`src/rtl/l17_pkg.sv`:
```
// Shared constants and FSM state type for the layer-17 result write-back path.
package l17_pkg;

  localparam int unsigned DATA_W  = 16;
  localparam int unsigned N_LANES = 16;
  localparam int unsigned PIX_L17 = 196;
  localparam int unsigned GRP_L17 = 4;
  localparam int unsigned BEAT_W  = N_LANES * DATA_W;

  typedef enum logic [1:0] {
    IDLE  = 2'd0,
    RUN   = 2'd1,
    DRAIN = 2'd2
  } state_e;

endpackage

```
`src/rtl/sync_fifo_l17.sv`:
```
// Small synchronous FIFO buffering result beats ahead of the BRAM2 write port.
// Push is refused by the caller at full; there is no pass-through path.
module sync_fifo_l17 #(
  parameter int unsigned WIDTH = 256,
  parameter int unsigned DEPTH = 4
) (
  input  logic                     clk,
  input  logic                     rst,
  input  logic                     push,
  input  logic                     pop,
  input  logic [WIDTH-1:0]         din,
  output logic [WIDTH-1:0]         dout,
  output logic [$clog2(DEPTH):0]   count,
  output logic                     not_empty
);

  localparam int unsigned PW = (DEPTH > 1) ? $clog2(DEPTH) : 1;
  localparam int unsigned CW = $clog2(DEPTH) + 1;

  logic [WIDTH-1:0] mem [DEPTH];
  logic [PW-1:0]    wr_ptr;
  logic [PW-1:0]    rd_ptr;
  logic [CW-1:0]    count_next;

  always_comb begin
    count_next = count;
    if (push && !pop) begin
      count_next = count + CW'(1);
    end else if (pop && !push) begin
      count_next = count - CW'(1);
    end
  end

  // Pointers wrap naturally because DEPTH is a power of two.
  always_ff @(posedge clk) begin
    if (!rst) begin
      wr_ptr    <= '0;
      rd_ptr    <= '0;
      count     <= '0;
      not_empty <= 1'b0;
    end else begin
      if (push) begin
        wr_ptr <= wr_ptr + PW'(1);
      end
      if (pop) begin
        rd_ptr <= rd_ptr + PW'(1);
      end
      count     <= count_next;
      not_empty <= (count_next != '0);
    end
  end

  always_ff @(posedge clk) begin
    if (push) begin
      mem[wr_ptr] <= din;
    end
  end

  assign dout = mem[rd_ptr];

endmodule

```
`src/rtl/l17_result_writer.sv`:
```
// Layer-17 result writer: buffers un-stallable MAC-array beats and writes them
// linearly into BRAM2 through an arbitrated port; flags completion and loss.
module l17_result_writer #(
  parameter int unsigned N_LANES    = l17_pkg::N_LANES,
  parameter int unsigned DATA_W     = l17_pkg::DATA_W,
  parameter int unsigned ADDR_W     = 12,
  parameter int unsigned PIX        = l17_pkg::PIX_L17,
  parameter int unsigned CH_GROUPS  = l17_pkg::GRP_L17,
  parameter int unsigned FIFO_DEPTH = 4
) (
  input  logic                        clk,
  input  logic                        rst,
  input  logic                        start,
  input  logic [ADDR_W-1:0]           base_addr,
  input  logic                        in_valid,
  input  logic [N_LANES*DATA_W-1:0]   in_data,
  output logic                        in_ready,
  input  logic                        wr_gnt,
  output logic                        wr_en,
  output logic [ADDR_W-1:0]           wr_addr,
  output logic [N_LANES*DATA_W-1:0]   wr_data,
  output logic                        busy,
  output logic                        done,
  output logic                        ovf
);

  import l17_pkg::*;

  localparam int unsigned BW    = N_LANES * DATA_W;
  localparam int unsigned TOTAL = PIX * CH_GROUPS;
  localparam int unsigned AW    = $clog2(TOTAL + 1);
  localparam int unsigned CW    = $clog2(FIFO_DEPTH) + 1;

  state_e            state;
  state_e            state_next;
  logic [AW-1:0]     acc_cnt;
  logic [ADDR_W-1:0] wr_idx;
  logic [ADDR_W-1:0] base;
  logic [CW-1:0]     count;
  logic              fifo_ne;
  logic [BW-1:0]     head;
  logic              push;
  logic              pop;
  logic              busy_next;
  logic              done_next;

  // Readiness depends only on state and counters, never on in_valid.
  assign in_ready = (state == RUN) && (count < CW'(FIFO_DEPTH)) && (acc_cnt < AW'(TOTAL));
  assign push     = in_valid && in_ready;
  assign pop      = fifo_ne && wr_gnt;

  assign wr_en   = fifo_ne;
  assign wr_addr = base + wr_idx;
  assign wr_data = fifo_ne ? head : '0;

  sync_fifo_l17 #(
    .WIDTH (BW),
    .DEPTH (FIFO_DEPTH)
  ) u_fifo (
    .clk       (clk),
    .rst       (rst),
    .push      (push),
    .pop       (pop),
    .din       (in_data),
    .dout      (head),
    .count     (count),
    .not_empty (fifo_ne)
  );

  always_comb begin
    state_next = state;
    busy_next  = 1'b0;
    done_next  = 1'b0;
    unique case (state)
      IDLE: begin
        if (start) begin
          state_next = RUN;
        end
      end
      RUN: begin
        if (push && (acc_cnt == AW'(TOTAL - 1))) begin
          state_next = DRAIN;
        end
      end
      DRAIN: begin
        if (pop && (count == CW'(1))) begin
          state_next = IDLE;
          done_next  = 1'b1;
        end
      end
      default: state_next = IDLE;
    endcase
    busy_next = (state_next != IDLE);
  end

  always_ff @(posedge clk) begin
    if (!rst) begin
      state   <= IDLE;
      acc_cnt <= '0;
      wr_idx  <= '0;
      base    <= '0;
      busy    <= 1'b0;
      done    <= 1'b0;
      ovf     <= 1'b0;
    end else begin
      state <= state_next;
      busy  <= busy_next;
      done  <= done_next;
      if (in_valid && !in_ready) begin
        ovf <= 1'b1;
      end
      // A new frame restarts the counters; the FIFO is empty in IDLE.
      if ((state == IDLE) && start) begin
        acc_cnt <= '0;
        wr_idx  <= '0;
        base    <= base_addr;
      end else begin
        if (push) begin
          acc_cnt <= acc_cnt + AW'(1);
        end
        if (pop) begin
          wr_idx <= wr_idx + ADDR_W'(1);
        end
      end
    end
  end

endmodule

```
`config.mk`:
```
export PLATFORM = sky130hd
export DESIGN_NAME = l17_result_writer
export DESIGN_NICKNAME = d
export VERILOG_FILES = /design/src/rtl/l17_pkg.sv /design/src/rtl/sync_fifo_l17.sv /design/src/rtl/l17_result_writer.sv
export SDC_FILE = /design/constraint.sdc
export NUM_CORES = 1
export LEC_CHECK = 0
export CAP_MARGIN = 20
export CORE_UTILIZATION = 54
export DETAILED_ROUTE_END_ITERATION = 10
export PLACE_DENSITY = 0.82
export SLEW_MARGIN = 20
export SYNTH_ARGS = -nofsm -noshare
export SYNTH_HDL_FRONTEND = slang
export SYNTH_HIERARCHICAL = 1
export SYNTH_SLANG_ARGS = --single-unit
```
`constraint.sdc`:
```
create_clock -name clk -period 10.72 [get_ports clk]
set_input_delay 2.144 -clock clk [delete_from_list [all_inputs] [get_ports clk]]
set_output_delay 2.144 -clock clk [all_outputs]
set_load 0.02 [all_outputs]
```
==> results.json, run 1 <==
{
  "max-clock-path-buffers": 3,
  "synth_top_flop_cell": "sky130_fd_sc_hd__edfxtp_1",
  "timing.setup.tns_ns": 0,
  "max_cap_violations": 0,
  "postLayoutCellArea_mm2": 0.0512,
  "row_count": 101,
  "clock_buffer_count_from_cts": 104,
  "holdCritPathClass": "reg -> reg",
  "grt_first_pass_wirelength_um": 133000,
  "root_buffer": "sky130_fd_sc_hd__clkbuf_16",
  "totalWireLength_um": 89800,
  "clock-skew-final_ns": 0.0356,
  "synth.yosys.seq_area_share_pct": 76.4,
  "synth_cell_type_count": 56,
  "worstSetupEndpointType": "primary output",
  "cp_cell_sequence": "buf_12 > buf_16 > mux4_2 > and2_1 > clkdlybuf4s50_1",
  "synth-warning-count": 6,
  "maximum_level_of_the_cts_h_tree": 3,
  "rrSetupSlack_ns": 6.96,
  "initial_utilization_pct": 54.6,
  "die_h_um": 279,
  "first_iter_violations": 1691,
  "clkSlewWorstSetupHoldPaths_ns": 0.06,
  "outcome": "finished clean",
  "maxClockFrequency_ghz": 0.166,
  "peakVddDrop_v": 0.000165,
  "finalSetupViolations": 0,
  "critical_path_required_ns": 8.58,
  "drive_gt1_share_pct": 17.3,
  "ratio_of_total_power_to_cell_area_mw_per_mm2": 198,
  "grt.overflow.total": 0,
  "number_of_flops_mapped_to_enable_cells_by_yosys": 1024,
  "arrival_time_of_the_worst_setup_path_ns": 3.89,
  "holdCritStartpoint": "base[4]",
  "fin_util_pct": 67.4,
  "vias": 20500,
  "critPathSlowestCell": "sky130_fd_sc_hd__dfxtp_4",
  "dpl-instance-area_mm2": 0.0477,
  "dp_hpwl_um": 52200,
  "port_buffers": 545,
  "io_pins": 546,
  "grt_util_all_layers_pct": 22.8,
  "drc": 0,
  "share_comb_of_total_power_pct": 17.4,
  "grt_antenna_before_repair": 25,
  "layout.nets": 2789,
  "cts_repair_resize_count": 0,
  "first_global_vias": 21600,
  "detail_route.first_pass.iterations": 5,
  "routedWlPerCell_um": 24.8,
  "timing.final.crit_period_ns": 6.04,
  "worst_skew_pair.late_latency_ns": 0.66,
  "power_switching_share_pct": 24.5,
  "synth-async-reset-ratio_pct": 0,
  "routability_congestion": 0.783,
  "ff2ff_path_depth": 7,
  "p_switching_w": 0.00249,
  "fp.dieArea_mm2": 0.0780,
  "worst-slew-pin-transition_ns": 1.34,
  "slew_violations": 0,
  "floorplan.die.width_um": 279,
  "cts_tree": "built",
  "core_area_mm2": 0.0761,
  "critPathLaunchType": "register",
  "syn_nets": 2211,
  "critPathKind": "reg -> out",
  "holdPathStages": 2,
  "synth.cell_area_mm2": 0.0415,
  "timing.critical_path.fanout_max": 85,
  "rsz_0062_raised_after_global_routing": "no",
  "timing.final.crit_share_pct": 56.3,
  "cts_setup_buffers": 0,
  "cellLeakagePower_nw": 16.3,
  "seq_pwr_share_pct": 47.1,
  "hold-path-endpoint": "base[4]",
  "r2r-start": "acc_cnt[4]",
  "areaGrowthSynthToFinish_pct": 23.4,
  "holdBufCountCts": 0,
  "cell_internal_pwr_w": 0.00767,
  "max_slew_margin_pct": 10.5,
  "critPathMaxStageDelay_ns": 0.90,
  "total_of_flip_flops_plus_latches_after_synthesis": 1073,
  "clock_sinks": 1073,
  "ant_nets": 0,
  "synthesis.instances": 1918,
  "postSynthAreaPerCell_um2": 21.7,
  "pwr-share-clk_pct": 35.6,
  "grt_max_degree": 145,
  "critical_path.reg2reg.endpoint": "u_fifo/mem[2][121]",
  "number_of_fill_cells": 4779,
  "post_drt_via_cell_ratio": 5.66,
  "hold_viol": 0
}
[synthesized netlist by cell type, types with 2 or more instances]
library cell                  n  area share (%)
sky130_fd_sc_hd__dfxtp_1     49             2.4
sky130_fd_sc_hd__buf_8        5            0.18
sky130_fd_sc_hd__edfxtp_1  1024              74
sky130_fd_sc_hd__xnor2_1     14            0.30
sky130_fd_sc_hd__and2_1     269             4.1
sky130_fd_sc_hd__a21boi_1    13            0.23
sky130_fd_sc_hd__and3_1       8            0.12
sky130_fd_sc_hd__xor2_1      20            0.42
sky130_fd_sc_hd__nor2_1      31            0.28
sky130_fd_sc_hd__and4_1       4           0.084
sky130_fd_sc_hd__clkbuf_1    35            0.32
sky130_fd_sc_hd__a21o_1       2           0.036
sky130_fd_sc_hd__nor3_1       2           0.024
sky130_fd_sc_hd__o21ai_1      2           0.024
sky130_fd_sc_hd__ha_1        19            0.57
sky130_fd_sc_hd__nand3_1      5           0.060
sky130_fd_sc_hd__buf_12      22             1.1
sky130_fd_sc_hd__a21oi_1     10            0.12
sky130_fd_sc_hd__buf_2       27            0.33
sky130_fd_sc_hd__a21oi_2      2           0.042
sky130_fd_sc_hd__o21a_1       6            0.11
sky130_fd_sc_hd__nand4_1      5           0.075
sky130_fd_sc_hd__o21ai_0      3           0.036
sky130_fd_sc_hd__inv_1        9           0.081
sky130_fd_sc_hd__nand2_1     42            0.38
sky130_fd_sc_hd__nor2b_1      5           0.075
sky130_fd_sc_hd__mux4_2     256              14
[how the worst max path moves through the flow]
stage,cells past startpoint,to,startpoint
4_1_cts,4,wr_data[193],register
3_5_place_dp,6,u_fifo/mem[2][218],in_valid
5_1_grt,5,wr_data[252],register
3_3_place_gp,6,u_fifo/mem[2][227],in_valid
2_1_floorplan,4,u_fifo/mem[0][0],in_valid
6_report,5,wr_data[255],register
[layer usage]
metal	up-vias	global-route usage, %	wire length (µm)
met5	-	0	103
met4	18	9.28	3090
met3	167	5.67	6920
met2	772	39.0	47300
met1	10700	28.0	32400
li1	8903	-	-
[registers in the layout (all words and copies together), names as in the netlist, named ones only]
name	count
base	12
u_fifo/not_empty	1
done	1
u_fifo/wr_ptr	2
u_fifo/rd_ptr	2
wr_idx	12
busy	1
u_fifo/mem	1024
acc_cnt	10
state	2
u_fifo/count	3
ovf	1
[power groups by stage]
| stage | registers, W | clock network [W] | logic (W) |
|---|---|---|---|
| finish | 0.00478 | 0.00362 | 0.00177 |
| global route | 0.00480 | 0.00384 | 0.00186 |
| CTS | 0.00479 | 0.00368 | 0.00178 |
| detailed placement | 0.00488 | 0 | 0.00176 |
| global placement | 0.00487 | 0 | 0.00174 |
| floorplan | 0.00483 | 0 | 0.00109 |
[through the flow]
step	std cells	worst slack (ns)	hold slack [ns]	total power, W
floorplan	1918	1.76	0.439	0.00592
global placement	3418	5.21	0.447	0.00661
detailed placement	3418	5.24	0.460	0.00664
CTS	3608	4.60	0.468	0.0103
global route	3624	4.38	0.488	0.0105
finish	3627	4.68	0.465	0.0102
[logic make-up after synthesis]
logic type	share of synthesized area (%)
buf+inv	2.03
simple gates	5.39
compound gates	0.925
flops	76.4
fa+ha+maj	0.621
xor+xnor	0.717
mux	13.9
[layout by cell type (no fill, tap or decap), types with 6 or more instances in the layout]
cell type,instances
sky130_fd_sc_hd__clkbuf_1,22
sky130_fd_sc_hd__clkinv_1,15
sky130_fd_sc_hd__mux4_2,256
sky130_fd_sc_hd__edfxtp_1,1024
sky130_fd_sc_hd__clkdlybuf4s50_1,545
sky130_fd_sc_hd__clkbuf_16,105
sky130_fd_sc_hd__a21oi_1,10
sky130_fd_sc_hd__buf_12,7
sky130_fd_sc_hd__inv_1,9
sky130_fd_sc_hd__xor2_1,20
sky130_fd_sc_hd__buf_4,10
sky130_fd_sc_hd__clkinv_2,23
sky130_fd_sc_hd__dfxtp_1,46
sky130_fd_sc_hd__o21a_1,6
sky130_fd_sc_hd__nor2_1,31
sky130_fd_sc_hd__diode_2,17
sky130_fd_sc_hd__clkbuf_8,7
sky130_fd_sc_hd__bufinv_16,10
sky130_fd_sc_hd__nand2_1,42
sky130_fd_sc_hd__ha_1,19
sky130_fd_sc_hd__and2_1,265
sky130_fd_sc_hd__and3_1,8
sky130_fd_sc_hd__a21boi_1,13
sky130_fd_sc_hd__xnor2_1,14
[worst max-delay path: cells and delay by family (launching register included)]
kind / cells / cell delay [ns]
DFF: 1 / 0.90
buffers and inverters: 3 / 1.36
muxes: 1 / 0.60
and+or+nand+nor: 1 / 0.18
[final cells by class]
type                    instances  area, µm²  share of cell area, %
well taps                    1030       1290                   2.51
clock inverters                56        626                   1.22
multi-input cells             743       8980                   17.5
clock buffers                 134       2810                   5.48
inverters                      10       37.5                 0.0732
flip-flops and latches       1073      31700                   61.9
repair buffers                564       5730                   11.2
diodes                         17       42.5                 0.0830
(Power assumes the default switching activity.)
==> run 2: changes to the inputs <==
Settings changed: CORE_UTILIZATION 54 to 50, PLACE_DENSITY 0.82 to 0.8.
Clock period 10.72 ns to 5 ns, I/O delays scaled along.
==> run 2 against run 1 <==
Effect of this change: cell count is 2.3% higher; total power is 110% higher; sequential share of layout area is 0.72 points lower; via count is 1.0% higher; utilization is 4.2 points lower; die area is 7.9% higher; critical path depth is 2 higher; register-to-register slack worse by 5.0 ns; clock skew is 0.0054 ns higher; global-route usage is 0.89 points lower; design area is 1.2% higher; setup slack worse by 3.9 ns; highest routed layer unchanged.
==> results.json, run 2 (synthesized netlist as in run 1, its figures left out) <==
{
  "outcome": "finished clean",
  "r2r-start": "acc_cnt[4]",
  "max-clock-path-buffers": 3,
  "worstSetupEndpointType": "primary output",
  "ant_nets": 0,
  "drc": 0,
  "dp_hpwl_um": 58700,
  "totalWireLength_um": 92400,
  "worst_setup_path_startpoint": "wr_idx[3]",
  "initial_utilization_pct": 50.6,
  "fin_cells": 3712,
  "clock_sinks": 1073,
  "critical_path_required_ns": 4.00,
  "finalSetupViolations": 0,
  "core_area_mm2": 0.0821,
  "io_pins": 546,
  "grt.overflow.total": 0,
  "detail_route.first_pass.iterations": 5,
  "cts_repair_resize_count": 0,
  "ratio_of_total_power_to_cell_area_mw_per_mm2": 421,
  "cellLeakagePower_nw": 16.5,
  "vias": 20700,
  "first_global_vias": 22400,
  "holdCritStartpoint": "base[0]",
  "clkSlewWorstSetupHoldPaths_ns": 0.06,
  "timing.critical_path.fanout_max": 6,
  "port_buffers": 545,
  "cts_tree": "built",
  "grt_max_degree": 85,
  "worst_skew_pair.late_latency_ns": 0.67,
  "timing.setup.tns_ns": 0,
  "slew_violations": 0,
  "dp.cells": 3508,
  "layout.nets": 2839,
  "rsz_0062_raised_after_global_routing": "no",
  "number_of_fill_cells": 5399,
  "first_iter_violations": 1447,
  "max_cap_violations": 0,
  "critical_path.reg2reg.endpoint": "u_fifo/mem[2][243]",
  "maxClockFrequency_ghz": 0.234,
  "crit_end": "wr_addr[11]",
  "timing.final.crit_period_ns": 4.27,
  "post_drt_via_cell_ratio": 5.59,
  "cts_setup_buffers": 0,
  "grt_util_all_layers_pct": 21.9,
  "maximum_level_of_the_cts_h_tree": 3,
  "hold_viol": 0,
  "critPathKind": "reg -> out",
  "grt_first_pass_wirelength_um": 139000,
  "max_slew_margin_pct": 43.2,
  "arrival_time_of_the_worst_setup_path_ns": 3.27,
  "row_count": 105,
  "floorplan.die.width_um": 290,
  "number_of_flip_flops_in_the_largest_register": 1024,
  "final_cell_mix": "1024 x sky130_fd_sc_hd__edfxtp_1, 545 x sky130_fd_sc_hd__clkdlybuf4s50_1, 265 x sky130_fd_sc_hd__and2_1",
  "areaGrowthSynthToFinish_pct": 24.8,
  "most_flop_heavy_register": "u_fifo/mem",
  "critPathLaunchType": "register",
  "holdCritPathClass": "reg -> reg",
  "holdPathStages": 2,
  "clock-skew-final_ns": 0.0410,
  "fp.dieArea_mm2": 0.0842,
  "worst-slew-pin-transition_ns": 0.851,
  "rrSetupSlack_ns": 1.94,
  "routedWlPerCell_um": 24.9,
  "holdBufCountCts": 0,
  "timing.final.crit_share_pct": 85.3,
  "die_h_um": 290,
  "drive_gt1_share_pct": 19.0,
  "routability_congestion": 0.790,
  "reg_top3": "u_fifo/mem: 1024 flops, base: 12 flops, wr_idx: 12 flops",
  "clock_buffer_count_from_cts": 106,
  "peakVddDrop_v": 0.000346,
  "ff2ff_path_depth": 6,
  "grt_antenna_before_repair": 15,
  "root_buffer": "sky130_fd_sc_hd__clkbuf_16",
  "most_frequent_standard_cell_in_the_layout_excluding_fill_and_tap_cells": "sky130_fd_sc_hd__edfxtp_1"
}
-- run 2: cell count changes in the layout (fill, tap and decap cells not counted), sizes merged --
| cell | previous run | this run |
|---|---|---|
| inv | 12 | 14 |
| clkinvlp | 2 | 6 |
| bufinv | 10 | 8 |
| clkbuf | 134 | 123 |
| clkinv | 42 | 54 |
| diode | 17 | 9 |
| buf | 19 | 67 |
-- run 2: per-layer routing --
layer / part of all wire, % / routed length, µm / vias to the layer above / track usage [%]
li1: - / - / 9000 / -
met1: 38 / 35300 / 10800 / 27.9
met2: 51 / 47200 / 781 / 36.8
met3: 7.6 / 7050 / 167 / 5.61
met4: 3.0 / 2770 / 12 / 7.37
met5: 0.073 / 67 / - / 0
-- run 2: worst max-delay path: stages (launching register included) --
cell and delay, ns:
sky130_fd_sc_hd__dfxtp_1 0.43, sky130_fd_sc_hd__ha_1 0.32, sky130_fd_sc_hd__and3_1 0.22, sky130_fd_sc_hd__a2111oi_4 0.42, sky130_fd_sc_hd__a21oi_2 0.15, sky130_fd_sc_hd__a41oi_2 0.27
sky130_fd_sc_hd__xnor2_1 0.16, sky130_fd_sc_hd__clkdlybuf4s50_1 0.63
-- run 2: cell type report --
type	count	area, µm²	share of cell area [%]
diodes	9	22.5	0.0434
clock buffers	123	2740	5.28
clock inverters	72	684	1.32
inverters	10	37.5	0.0724
multi-input cells	743	8980	17.3
flip-flops and latches	1073	31700	61.2
well taps	1070	1340	2.58
repair buffers	612	6310	12.2
-- run 2: worst min-delay path by stage --
stage / endpoint / slack [ns]
3_5_place_dp: base[0] / 0.46
2_1_floorplan: base[0] / 0.44
6_report: base[0] / 0.46
3_3_place_gp: base[0] / 0.45
5_1_grt: base[0] / 0.48
4_1_cts: base[0] / 0.46
-- run 2: per-stage QoR --
stage | worst slack, ns | power, W | hold WS, ns | cell area, µm² | utilization [%]
floorplan | 0.0166 | 0.0127 | 0.439 | 41500 | -
global placement | 1.40 | 0.0143 | 0.450 | 48400 | 58.9
detailed placement | 1.29 | 0.0143 | 0.455 | 48400 | 58.9
CTS | 0.688 | 0.0220 | 0.463 | 51800 | 63.1
global route | 0.592 | 0.0226 | 0.481 | 51800 | 63.1
finish | 0.734 | 0.0218 | 0.459 | 51800 | 63.1
-- run 2: report_power, final --
| group | switching (W) | internal, W |
|---|---|---|
| combinational | 0.00195 | 0.00194 |
| clock | 0.00335 | 0.00437 |
| sequential | 0.000152 | 0.0101 |
